$ cat src/rtl/aoi_pla_pipe.sv
// Programmable AND-OR(-invert) array behind a 2-stage valid/ready pipeline.
// The AND/OR planes are rewritten through a config port that only commits while the pipe is empty.
module aoi_pla_pipe #(
  parameter  int unsigned N_IN   = 5,
  parameter  int unsigned N_TERM = 4,
  parameter  int unsigned N_OUT  = 2,
  localparam int unsigned MAX_TO = (N_TERM > N_OUT) ? N_TERM : N_OUT,
  localparam int unsigned AW     = (MAX_TO > 1) ? $clog2(MAX_TO) : 1,
  localparam int unsigned CW     = (N_IN > N_TERM + 1) ? N_IN : N_TERM + 1
) (
  input  logic              clk,
  input  logic              rst_n,
  input  logic              cfg_we_i,
  input  logic              cfg_sel_i,
  input  logic [AW-1:0]     cfg_addr_i,
  input  logic [CW-1:0]     cfg_wdata_i,
  output logic              cfg_ready_o,
  output logic              cfg_err_o,
  input  logic              in_valid_i,
  output logic              in_ready_o,
  input  logic [N_IN-1:0]   in_data_i,
  output logic              out_valid_o,
  input  logic              out_ready_i,
  output logic [N_OUT-1:0]  out_data_o
);

  logic [N_IN-1:0]   and_mask_q [N_TERM];
  logic [N_IN-1:0]   and_mask_d [N_TERM];
  logic [N_TERM-1:0] or_mask_q  [N_OUT];
  logic [N_TERM-1:0] or_mask_d  [N_OUT];
  logic [N_OUT-1:0]  inv_q, inv_d;

  logic              s1_valid_q, s1_valid_d;
  logic              s2_valid_q, s2_valid_d;
  logic [N_TERM-1:0] term_q, term_d;
  logic [N_OUT-1:0]  out_q, out_d;
  logic              cfg_err_q, cfg_err_d;

  logic              s1_adv_c, s2_adv_c, pipe_empty_c, accept_c;
  logic              addr_ok_c, cfg_commit_c;
  logic [N_TERM-1:0] term_c;
  logic [N_OUT-1:0]  y_c;

  // Handshakes; a config write on an empty pipe takes priority over a new beat.
  always_comb begin
    addr_ok_c    = 1'b0;
    s2_adv_c     = ~s2_valid_q | out_ready_i;
    s1_adv_c     = ~s1_valid_q | s2_adv_c;
    pipe_empty_c = ~s1_valid_q & ~s2_valid_q;
    in_ready_o   = s1_adv_c & ~(cfg_we_i & pipe_empty_c);
    cfg_ready_o  = pipe_empty_c & (cfg_we_i | ~in_valid_i);
    accept_c     = in_valid_i & in_ready_o;
    if (cfg_sel_i) begin
      addr_ok_c = (32'(cfg_addr_i) < N_OUT);
    end else begin
      addr_ok_c = (32'(cfg_addr_i) < N_TERM);
    end
    cfg_commit_c = cfg_we_i & cfg_ready_o & addr_ok_c;
  end

  // AND plane: an all-zero mask is an unused term and evaluates to 0.
  always_comb begin
    term_c = '0;
    for (int unsigned t = 0; t < N_TERM; t++) begin
      term_c[t] = (|and_mask_q[t]) & (&(in_data_i | ~and_mask_q[t]));
    end
  end

  // OR plane plus per-output inversion, fed from the stage-1 term register.
  always_comb begin
    y_c = '0;
    for (int unsigned o = 0; o < N_OUT; o++) begin
      y_c[o] = (|(term_q & or_mask_q[o])) ^ inv_q[o];
    end
  end

  always_comb begin
    s1_valid_d = s1_valid_q;
    term_d     = term_q;
    s2_valid_d = s2_valid_q;
    out_d      = out_q;
    if (s1_adv_c) begin
      s1_valid_d = accept_c;
      if (accept_c) begin
        term_d = term_c;
      end
    end
    if (s2_adv_c) begin
      s2_valid_d = s1_valid_q;
      if (s1_valid_q) begin
        out_d = y_c;
      end
    end
  end

  always_comb begin
    and_mask_d = and_mask_q;
    or_mask_d  = or_mask_q;
    inv_d      = inv_q;
    cfg_err_d  = cfg_we_i & ~cfg_commit_c;
    for (int unsigned t = 0; t < N_TERM; t++) begin
      if (cfg_commit_c && !cfg_sel_i && (cfg_addr_i == AW'(t))) begin
        and_mask_d[t] = cfg_wdata_i[N_IN-1:0];
      end
    end
    for (int unsigned o = 0; o < N_OUT; o++) begin
      if (cfg_commit_c && cfg_sel_i && (cfg_addr_i == AW'(o))) begin
        or_mask_d[o] = cfg_wdata_i[N_TERM-1:0];
        inv_d[o]     = cfg_wdata_i[N_TERM];
      end
    end
  end

  always_ff @(posedge clk or negedge rst_n) begin
    if (!rst_n) begin
      for (int unsigned t = 0; t < N_TERM; t++) begin
        and_mask_q[t] <= '0;
      end
      for (int unsigned o = 0; o < N_OUT; o++) begin
        or_mask_q[o] <= '0;
      end
      inv_q      <= '0;
      s1_valid_q <= 1'b0;
      s2_valid_q <= 1'b0;
      term_q     <= '0;
      out_q      <= '0;
      cfg_err_q  <= 1'b0;
    end else begin
      and_mask_q <= and_mask_d;
      or_mask_q  <= or_mask_d;
      inv_q      <= inv_d;
      s1_valid_q <= s1_valid_d;
      s2_valid_q <= s2_valid_d;
      term_q     <= term_d;
      out_q      <= out_d;
      cfg_err_q  <= cfg_err_d;
    end
  end

  assign out_valid_o = s2_valid_q;
  assign out_data_o  = out_q;
  assign cfg_err_o   = cfg_err_q;

endmodule

$ cat config.mk
export PLATFORM = sky130hd
export DESIGN_NAME = aoi_pla_pipe
export DESIGN_NICKNAME = d
export VERILOG_FILES = /design/src/rtl/aoi_pla_pipe.sv
export SDC_FILE = /design/constraint.sdc
export NUM_CORES = 1
export LEC_CHECK = 0
export ABC_CLOCK_PERIOD_IN_PS = 2200
export BUFFER_PORTS_ARGS = -buffer_cell sky130_fd_sc_hd__buf_2
export CORE_ASPECT_RATIO = 0.6
export CORE_UTILIZATION = 56
export CTS_BUF_LIST = sky130_fd_sc_hd__clkbuf_16
export CTS_CLUSTER_SIZE = 12
export DETAILED_ROUTE_END_ITERATION = 7
export GPL_TIMING_DRIVEN = 0
export PLACE_DENSITY = 0.78
export SYNTH_ARGS = -nofsm -noshare
export SYNTH_HDL_FRONTEND = slang
export SYNTH_SLANG_ARGS = --single-unit
$ cat constraint.sdc
create_clock -name clk -period 2.2 [get_ports clk]
set_input_delay 0.33 -clock clk [delete_from_list [all_inputs] [get_ports clk]]
set_output_delay 0.33 -clock clk [all_outputs]
set_load 0.01 [all_outputs]
* After elaboration in Yosys (flattened, before gate mapping)
Cells that the tools add are included.
Storage, ports and cells: flip-flop bits (word level) 39, bits of input ports 18, output and inout bits 6, logic and storage cells 72
Cells by class: magnitude comparators 1, equal/unequal tests 3, muxes and demuxes 1, bitwise gates (word level) 32, reductions and logical operators 22
Operators by type and width (number):
- $not A5 Y5 | 4
- $or A5 B5 Y5 | 4
- $reduce_and A5 Y1 | 4
- $reduce_or A5 Y1 | 4
- $and A1 B1 Y1 | 12
- $and A4 B4 Y4 | 2
- $logic_and A1 B1 Y1 | 8
- $reduce_or A4 Y1 | 2
- $not A1 Y1 | 5
- $eq A2 B2 Y1 const B | 2
- $reduce_and A2 Y1 | 2
- $or A1 B1 Y1 | 3
- $eq A2 B1 Y1 const B | 1
- $logic_not A2 Y1 | 1
- $lt A2 B2 Y1 const B | 1
- $xor A1 B1 Y1 | 2
- $logic_not A1 Y1 | 1
- $mux W1 | 1

* Logic depth before layout (Yosys ltp)
Gate-level depths: netlist of run 1.
depth in word-level cells 7, mapped depth 5, gate-level depth less buffers 3

* Worst setup path after synthesis of run 1
OpenSTA, ideal clock, no wires.
kind register -> register, from register s1_valid_q, to register inv_q[1], setup time 0.125 ns, arrival 1.644 ns, data required time 2.075 ns, slack 0.431 ns, stages on the path, launching flop included 6, buffers on the path 2, clock period less this slack 1.769 ns, path through dfrtp_1 buf_6 or2_4 or4_4 buf_6 mux2_4
On the way: cells in the longest elaborated chain, start to end 7
RTL lines:
- start, declared | line 33 | logic s1_valid_q, s1_valid_d;
- start signal, assigned | line 132 | s1_valid_q <= s1_valid_d;
- $not A1 Y1 | line 49 | pipe_empty_c = ~s1_valid_q & ~s2_valid_q;
- $and A1 B1 Y1 | line 49
- $and A1 B1 Y1 | line 51 | cfg_ready_o = pipe_empty_c & (cfg_we_i | ~in_valid_i);
- $and A1 B1 Y1 (2 in a row) | line 58 | cfg_commit_c = cfg_we_i & cfg_ready_o & addr_ok_c;
- $logic_and A1 B1 Y1 (2 in a row) | line 107 | if (cfg_commit_c && cfg_sel_i && (cfg_addr_i == AW'(o))) begin
- end signal, assigned | line 131 | inv_q <= inv_d;
- end, declared | line 31 | logic [N_OUT-1:0] inv_q, inv_d;
Every way passes these cells. A chain may end at the register's enable or synchronous reset.

* Final worst setup path of run 1
from register s1_valid_q, to register and_mask_q[18] in the netlist's numbering
On the way: cells in the longest elaborated chain, start to end 7
RTL lines:
- $not A1 Y1 | line 49
- $and A1 B1 Y1 | line 49
- $and A1 B1 Y1 | line 51
- $and A1 B1 Y1 (2 in a row) | line 58
- $logic_and A1 B1 Y1 (2 in a row) | line 102 | if (cfg_commit_c && !cfg_sel_i && (cfg_addr_i == AW'(t))) begin
- end signal, assigned | line 129 | and_mask_q <= and_mask_d;
- end, declared | line 27 | logic [N_IN-1:0] and_mask_q [N_TERM];
Every way passes these cells.

==> reports/qor_table.md, run 1 <==
| Parameter | Reported |
|---|---|
| Final count of pins violating max slew | 0 |
| Port Buffers | 23 |
| Initial detailed-routing violation count | 114 |
| Critical R2R Capture | and_mask_q[18] |
| Reg-to-reg setup timing slack | 0.21 ns |
| Worst-path clk slew | 0.05 ns |
| Achievable frequency | 0.5018 GHz |
| Cell-by-cell trace of the critical path | buf_6 > nor4b_2 > nor3b_2 > mux2_2 |
| CP Class | reg -> reg |
| Number of enable flip-flop cells after synthesis | 0 |
| Overall power of the completed layout | 0.002382 W |
| Headroom to the max-slew limit | 0.4479 |
| WL final | 4337 um |
| Signal arrival time at the worst endpoint | 2.15 ns |
| Wire length of the first global-routing pass | 7113 um |
| Vias per cell | 5.877 |
| Via Count | 1334 |
| Number of nets in the synthesized netlist | 172 |
| Kind of capture point of the worst setup path | register |
| DP HPWL | 3107 um |
| Leak | 1.040 nW |
| Required time worst endpoint | 2.35 ns |
| Floorplan Core Area | 3022 sq um |
| Floorplan row count | 15 |
| Root Buffer Master | sky130_fd_sc_hd__clkbuf_16 |
| Number of max-cap violations | 0 |
| Worst-case reg-to-reg path depth | 4 |
| Final setup TNS | 0 ns |
| Inserted Clock Buffers | 5 |
| Pin count of the biggest net entering global routing | 40 |
| Share of the clock period used by the worst path after layout | 0.9058 |
| Synth Warn # | 0 |
| Worst reg2reg startpoint | s1_valid_q |
| Type of the tightest min-delay check | in -> async |
| Final setup viols | 0 |
| Most used standard cells in the synthesized netlist | sky130_fd_sc_hd__dfrtp_1 (39), sky130_fd_sc_hd__mux2_2 (25), sky130_fd_sc_hd__inv_1 (22) |
| Hold Vio Cnt, Final | 0 |
| Result of the run | completed |
| I/O pin count | 24 |
| N_diodes | 0 |
| Clock skew | 0.003121 ns |
| Multiplexer share of the synthesized area | 0.1899 |
| Number of buffers inserted to repair setup after CTS | 0 |
| Top cell type by total area after synthesis | sky130_fd_sc_hd__dfrtp_1 |
| Ratio of cells with drive above 1 in the final layout | 0.3514 |
| Distinct cells, synth | 30 |
| Compound-Gate Fraction of Synth Area | 0.1173 |
| TritonCTS clock tree | yes |
| Routed length per placed instance | 19.11 um |
| Count of mapped cells out of synthesis | 154 |
| Buffers from clock root to sink, at most | 2 |
| Slowest stage delay, CP | 0.52 ns |
| Setup repair after global routing missed its margin | no |
| Layout Area Growth over Synthesis | 16.19% |
| Simple logic cell fraction of the synthesized area | 0.1153 |
| Flip-flop and latch count after synthesis | 39 |
| Width of the die | 76.76 um |
| Average footprint of a synthesized cell | 12.20 sq um |
| Starting density of the core | 0.6215 |
| Slew at the pin with the worst max-slew slack | 0.8282 ns |
| Count of hold-fix buffers inserted at cts | 0 |
| Main combinational cell family by area after synthesis | multiplexers |
| Top-area cell type share of the netlist area | 0.5197 |
| Residual antenna-violating net count after detailed routing | 0 |
| Number of H-tree branching levels | 2 |
| XOR/XNOR share of the synthesized area | 0 |
| Post-Synth Adder-Cell Area | 0 |
| Clock Sink Count | 39 |
| Cell Pwr Density | 1092 nW/um^2 |
| Primary FF master, synth | sky130_fd_sc_hd__dfrtp_1 |
| Area taken by multi-input logic gates | 793.3 sq um |
| Antenna violations before repair | 0 |
| Number of global-route vias before repair | 1374 |
| Cell with the biggest individual delay on the critical path | sky130_fd_sc_hd__nor3b_2 |
| Crit path max fanout | 9 |
| Detailed Routing Iterations Pass 1 | 4 |
| Worst setup SP type | register |
| Global-route total usage across every layer | 0.2768 |
| Area contributors post-synth | sky130_fd_sc_hd__dfrtp_1 (52%), sky130_fd_sc_hd__mux2_2 (15%), sky130_fd_sc_hd__inv_1 (4.4%) |
| Top-count cell post-synth | sky130_fd_sc_hd__dfrtp_1 |
| FF/Latch Area | 975.9 sq um |
| VDD IR max | 499.9 uV |
| Overall die area | 3597 sq um |
| DRC Markers | 0 |
| Die Height | 46.86 um |
| Final critical delay including setup and external delays | 1.993 ns |
| Skew-Pair Late Insertion Delay | 0.27 ns |
| # nets final | 202 |
| Post-cts resize count | 0 |
| Sequential fraction of the synthesis area | 0.5197 |
| Syn Std Cell Area | 1878 sq um |
| Final weighted congestion of routability-driven global placement | 0.9123 |
| Async set-reset flop share out of synthesis | 1.000 |
| Remaining Overflow, GRT | 0 |
| Number of fill cells | 203 |
[cell type report]
type                       count  area share
buffer                         3     0.01204
clock inverter                 3    0.005161
sequential                    39      0.4472
inverter                      22     0.03784
multi-input combinational     90      0.3635
tap                           42     0.02408
clock buffer                   5     0.05734
timing repair buffer          23     0.05275
[routing by layer]
layer  global-route usage  routed length, um  vias up
li1                     -                  -      625
met1               0.3773               2007      677
met2               0.4625               2079       26
met3              0.06602                204        6
met4              0.06923                 46        0
met5                    0                  0        -
[placed cells by master (no fill, tap or decap), types with 2 or more instances in the layout]
master,count
sky130_fd_sc_hd__o221ai_1,4
sky130_fd_sc_hd__clkbuf_16,5
sky130_fd_sc_hd__nor2_1,6
sky130_fd_sc_hd__nand3_1,4
sky130_fd_sc_hd__mux2_2,25
sky130_fd_sc_hd__inv_1,23
sky130_fd_sc_hd__a22o_1,4
sky130_fd_sc_hd__o2111ai_1,2
sky130_fd_sc_hd__buf_6,2
sky130_fd_sc_hd__o31ai_1,4
sky130_fd_sc_hd__nand2_1,2
sky130_fd_sc_hd__buf_2,23
sky130_fd_sc_hd__o21ai_0,3
sky130_fd_sc_hd__dfrtp_1,39
sky130_fd_sc_hd__mux2_4,5
sky130_fd_sc_hd__o22ai_1,4
sky130_fd_sc_hd__a21oi_1,2
sky130_fd_sc_hd__clkinv_1,2
sky130_fd_sc_hd__o41ai_1,4
sky130_fd_sc_hd__o311ai_0,2
sky130_fd_sc_hd__nand2b_1,5
sky130_fd_sc_hd__or4_1,4
[critical path: cells and delay by family, from the launching register on]
kind          cells  cell delay [ns]
simple gates      2             0.96
mux               1             0.41
flops             1             0.37
buf+inv           1             0.14
[state kept, by name, summed over array words and instances, names as in the netlist]
signal,flops
cfg_err_o,1
out_data_o,2
or_mask_q,8
term_q,4
s1_valid_q,1
and_mask_q,20
out_valid_o,1
inv_q,2
[cell families (layout without fill, tap and decap cells)]
logic type / count (synthesis) / count (layout)
simple gates: 31 / 31
buf+inv: 25 / 56
flops: 39 / 39
mux: 30 / 30
compound gates: 29 / 29
[how the worst max path moves through the flow]
| stage | start | to | slack, ns | cells past startpoint |
|---|---|---|---|---|
| after floorplan | s1_valid_q | inv_q[1] | 0.43 | 5 |
| after global placement | s1_valid_q | and_mask_q[18] | 0.35 | 4 |
| after detailed placement | s1_valid_q | and_mask_q[18] | 0.27 | 4 |
| after CTS | s1_valid_q | and_mask_q[18] | 0.22 | 4 |
| after global routing | s1_valid_q | and_mask_q[18] | 0.13 | 4 |
| final | s1_valid_q | and_mask_q[18] | 0.21 | 4 |
[power breakdown]
group	switching, W	internal [W]	total [W]	leakage (nW)
Clock	0.000250	0.000407	0.000657	0.0701
Sequential	0.000186	0.000946	0.00113	0.500
Combinational	0.000273	0.000319	0.000592	0.470
Total	0.000710	0.00167	0.00238	1.04
[through the flow]
stage	std cells	util	instance area, sq um	setup WS (ns)	hold WS [ns]
3_3_place_gp	219	0.6770	2046	0.3526	0.4575
4_1_cts	227	0.7222	2182	0.2195	0.1915
5_1_grt	227	0.7222	2182	0.1267	0.2248
3_5_place_dp	219	0.6770	2046	0.2714	0.4793
2_1_floorplan	154	-	1878	0.4312	0.03441
6_report	227	0.7222	2182	0.2073	0.1533
Note: power is estimated with default switching activity, not from simulation.
==> run 2, diff against run 1 <==
--- a/config.mk
+++ b/config.mk
@@ -14,6 +14,7 @@
 export DETAILED_ROUTE_END_ITERATION = 7
 export GPL_TIMING_DRIVEN = 0
 export PLACE_DENSITY = 0.78
+export REMOVE_ABC_BUFFERS = 1
 export SYNTH_ARGS = -nofsm -noshare
 export SYNTH_HDL_FRONTEND = slang
 export SYNTH_SLANG_ARGS = --single-unit
==> reports/qor_table.md, run 2 (same netlist as run 1, synthesis figures left out) <==
| Parameter | Reported | vs previous |
|---|---|---|
| Placement-stage cell area | 2019 sq um | -1.3% |
| Commonest cells after routing, fill and taps aside | sky130_fd_sc_hd__dfrtp_1 (39), sky130_fd_sc_hd__mux2_2 (25), sky130_fd_sc_hd__buf_2 (23) |  |
| Required time worst endpoint | 2.36 ns | about the same |
| Final setup TNS | 0 ns | unchanged |
| Number of global-route vias before repair | 1377 | +0.22% |
| Floorplan Core Area | 3022 sq um | unchanged |
| I/O pin count | 24 | unchanged |
| Detailed Routing Iterations Pass 1 | 6 | +2 |
| Die Height | 46.86 um | unchanged |
| Final critical delay including setup and external delays | 1.971 ns | -0.02179 ns |
| Number of buffers inserted to repair setup after CTS | 0 | unchanged |
| Top register by number of flip-flops | and_mask_q |  |
| Overall die area | 3597 sq um | unchanged |
| Count of hold-fix buffers inserted at cts | 0 | unchanged |
| Worst-path clk slew | 0.05 ns | about the same |
| # nets final | 199 | -1.5% |
| Hold Vio Cnt, Final | 0 | unchanged |
| Vias per cell | 6.286 | +7.0% |
| Leak | 1.030 nW | -0.95% |
| Final setup viols | 0 | unchanged |
| DP HPWL | 3258 um | +4.9% |
| VDD IR max | 615.8 uV | +23% |
| Root Buffer Master | sky130_fd_sc_hd__clkbuf_16 |  |
| Overall power of the completed layout | 0.002416 W | +1.4% |
| Worst slack at placement | 0.2761 ns | +0.004645 ns |
| Post-layout instance area | 2160 sq um | -1.0% |
| DRC Markers | 0 | unchanged |
| Number of standard cells in the layout, taps in and fillers out | 224 | -1.3% |
| Inserted Clock Buffers | 5 | unchanged |
| Share of the clock period used by the worst path after layout | 0.8959 | -0.009903 |
| Headroom to the max-slew limit | 0.4385 | -0.009344 |
| Final weighted congestion of routability-driven global placement | 0.9019 | -1.1% |
| Pin count of the biggest net entering global routing | 40 | unchanged |
| Final setup slack of the worst path | 0.2291 ns | +0.02179 ns |
| Worst setup SP type | register |  |
| Port Buffers | 23 | unchanged |
| Worst reg2reg startpoint | s1_valid_q |  |
| N_diodes | 0 | unchanged |
| TritonCTS clock tree | yes |  |
| Residual antenna-violating net count after detailed routing | 0 | unchanged |
| Skew-Pair Late Insertion Delay | 0.28 ns | about the same |
| Number of flip-flops under the largest register name | 20 | unchanged |
| Kind of capture point of the worst setup path | register |  |
| Largest registers | and_mask_q (20), or_mask_q (8), term_q (4) |  |
| Remaining Overflow, GRT | 0 | unchanged |
| Post-cts resize count | 0 | unchanged |
| Number of max-cap violations | 0 | unchanged |
| Clock skew | 0.002174 ns | -0.0009475 ns |
| Slowest stage delay, CP | 0.50 ns | -0.02 ns |
| Achievable frequency | 0.5074 GHz | +1.1% |
| Starting density of the core | 0.6215 | unchanged |
| Leading cell type in the layout, fill and taps excluded | sky130_fd_sc_hd__dfrtp_1 |  |
| Cell with the biggest individual delay on the critical path | sky130_fd_sc_hd__nor3b_2 |  |
| Via Count | 1408 | +5.5% |
| Crit path max fanout | 9 | unchanged |
| Initial detailed-routing violation count | 163 | +43% |
| Slew at the pin with the worst max-slew slack | 0.8422 ns | +0.01402 ns |
| Width of the die | 76.76 um | unchanged |
| Ratio of cells with drive above 1 in the final layout | 0.3626 | +0.01129 |
| Clock Sink Count | 39 | unchanged |
| Antenna violations before repair | 0 | unchanged |
| Signal arrival time at the worst endpoint | 2.13 ns | -0.02 ns |
| Type of the tightest min-delay check | in -> async |  |
| Setup repair after global routing missed its margin | no |  |
| Total placed cells including tap cells | 216 | -1.4% |
| Routed length per placed instance | 20.10 um | +5.2% |
| Cell-by-cell trace of the critical path | nor4b_2 > nor3b_2 > mux2_2 |  |
| Final count of pins violating max slew | 0 | unchanged |
| Layout Area Growth over Synthesis | 14.99% |  |
| Floorplan row count | 15 | unchanged |
| Buffers from clock root to sink, at most | 2 | unchanged |
| WL final | 4502 um | +3.8% |
| Result of the run | completed |  |
| Cell Pwr Density | 1119 nW/um^2 | +2.5% |
| Number of H-tree branching levels | 2 | unchanged |
| CP Class | reg -> reg |  |
| Wire length of the first global-routing pass | 6913 um | -2.8% |
| Global-route total usage across every layer | 0.2718 | -0.004999 |
| Worst setup startpoint | s1_valid_q |  |
-- run 2: cell types whose count changed in the layout (fill, tap and decap cells not counted) --
cell	previous run	this run
sky130_fd_sc_hd__clkinv_2	0	3
sky130_fd_sc_hd__buf_6	2	0
sky130_fd_sc_hd__clkinv_1	2	0
sky130_fd_sc_hd__inv_1	23	22
sky130_fd_sc_hd__clkbuf_1	1	0
-- run 2: routing by layer --
layer  up-vias  track usage  share of wire
li1        620            -              -
met1       696       0.3544           0.44
met2        67       0.4321           0.45
met3        25      0.06602          0.064
met4         0       0.1615          0.043
met5         -            0              0
-- run 2: worst max-delay path: cells and delay by family (launching register included) --
| kind | cells | cell delay [ns] |
|---|---|---|
| flip-flops | 1 | 0.48 |
| multiplexers | 1 | 0.40 |
| AND/OR/NAND/NOR | 2 | 0.97 |
-- run 2: final cells by class --
type,count,area (sq um)
Tap cell,42,52.55
Clock inverter,3,15.01
Sequential cell,39,975.9
Clock buffer,5,125.1
Multi-Input combinational cell,90,793.3
Inverter,22,82.58
Fill cell,204,862.1
Timing Repair Buffer,23,115.1
-- run 2: path summary, 6_finish.rpt --
check | end | slack [ns] | cells past startpoint
min in group clk | cfg_err_o | 0.32 | 3
min reg2reg | or_mask_q[6] | 0.52 | 1
min | or_mask_q[6] | 0.15 | 1
max in group asynchronous | or_mask_q[0] | 1.52 | 1
max reg2reg | and_mask_q[16] | 0.23 | 3
max | and_mask_q[16] | 0.23 | 3
-- run 2: per-stage QoR --
step / hold slack, ns / util
CTS: 0.1887 / 0.7147
floorplan: 0.03441 / -
global route: 0.2341 / 0.7147
global placement: 0.4576 / 0.6683
detailed placement: 0.4801 / 0.6683
finish: 0.1544 / 0.7147
-- run 2: power breakdown --
part | switching (W) | total (W) | leakage, nW | internal, W
Sequential | 0.000200 | 0.00115 | 0.500 | 0.000946
Clock | 0.000270 | 0.000683 | 0.0733 | 0.000413
Combinational | 0.000275 | 0.000587 | 0.457 | 0.000311
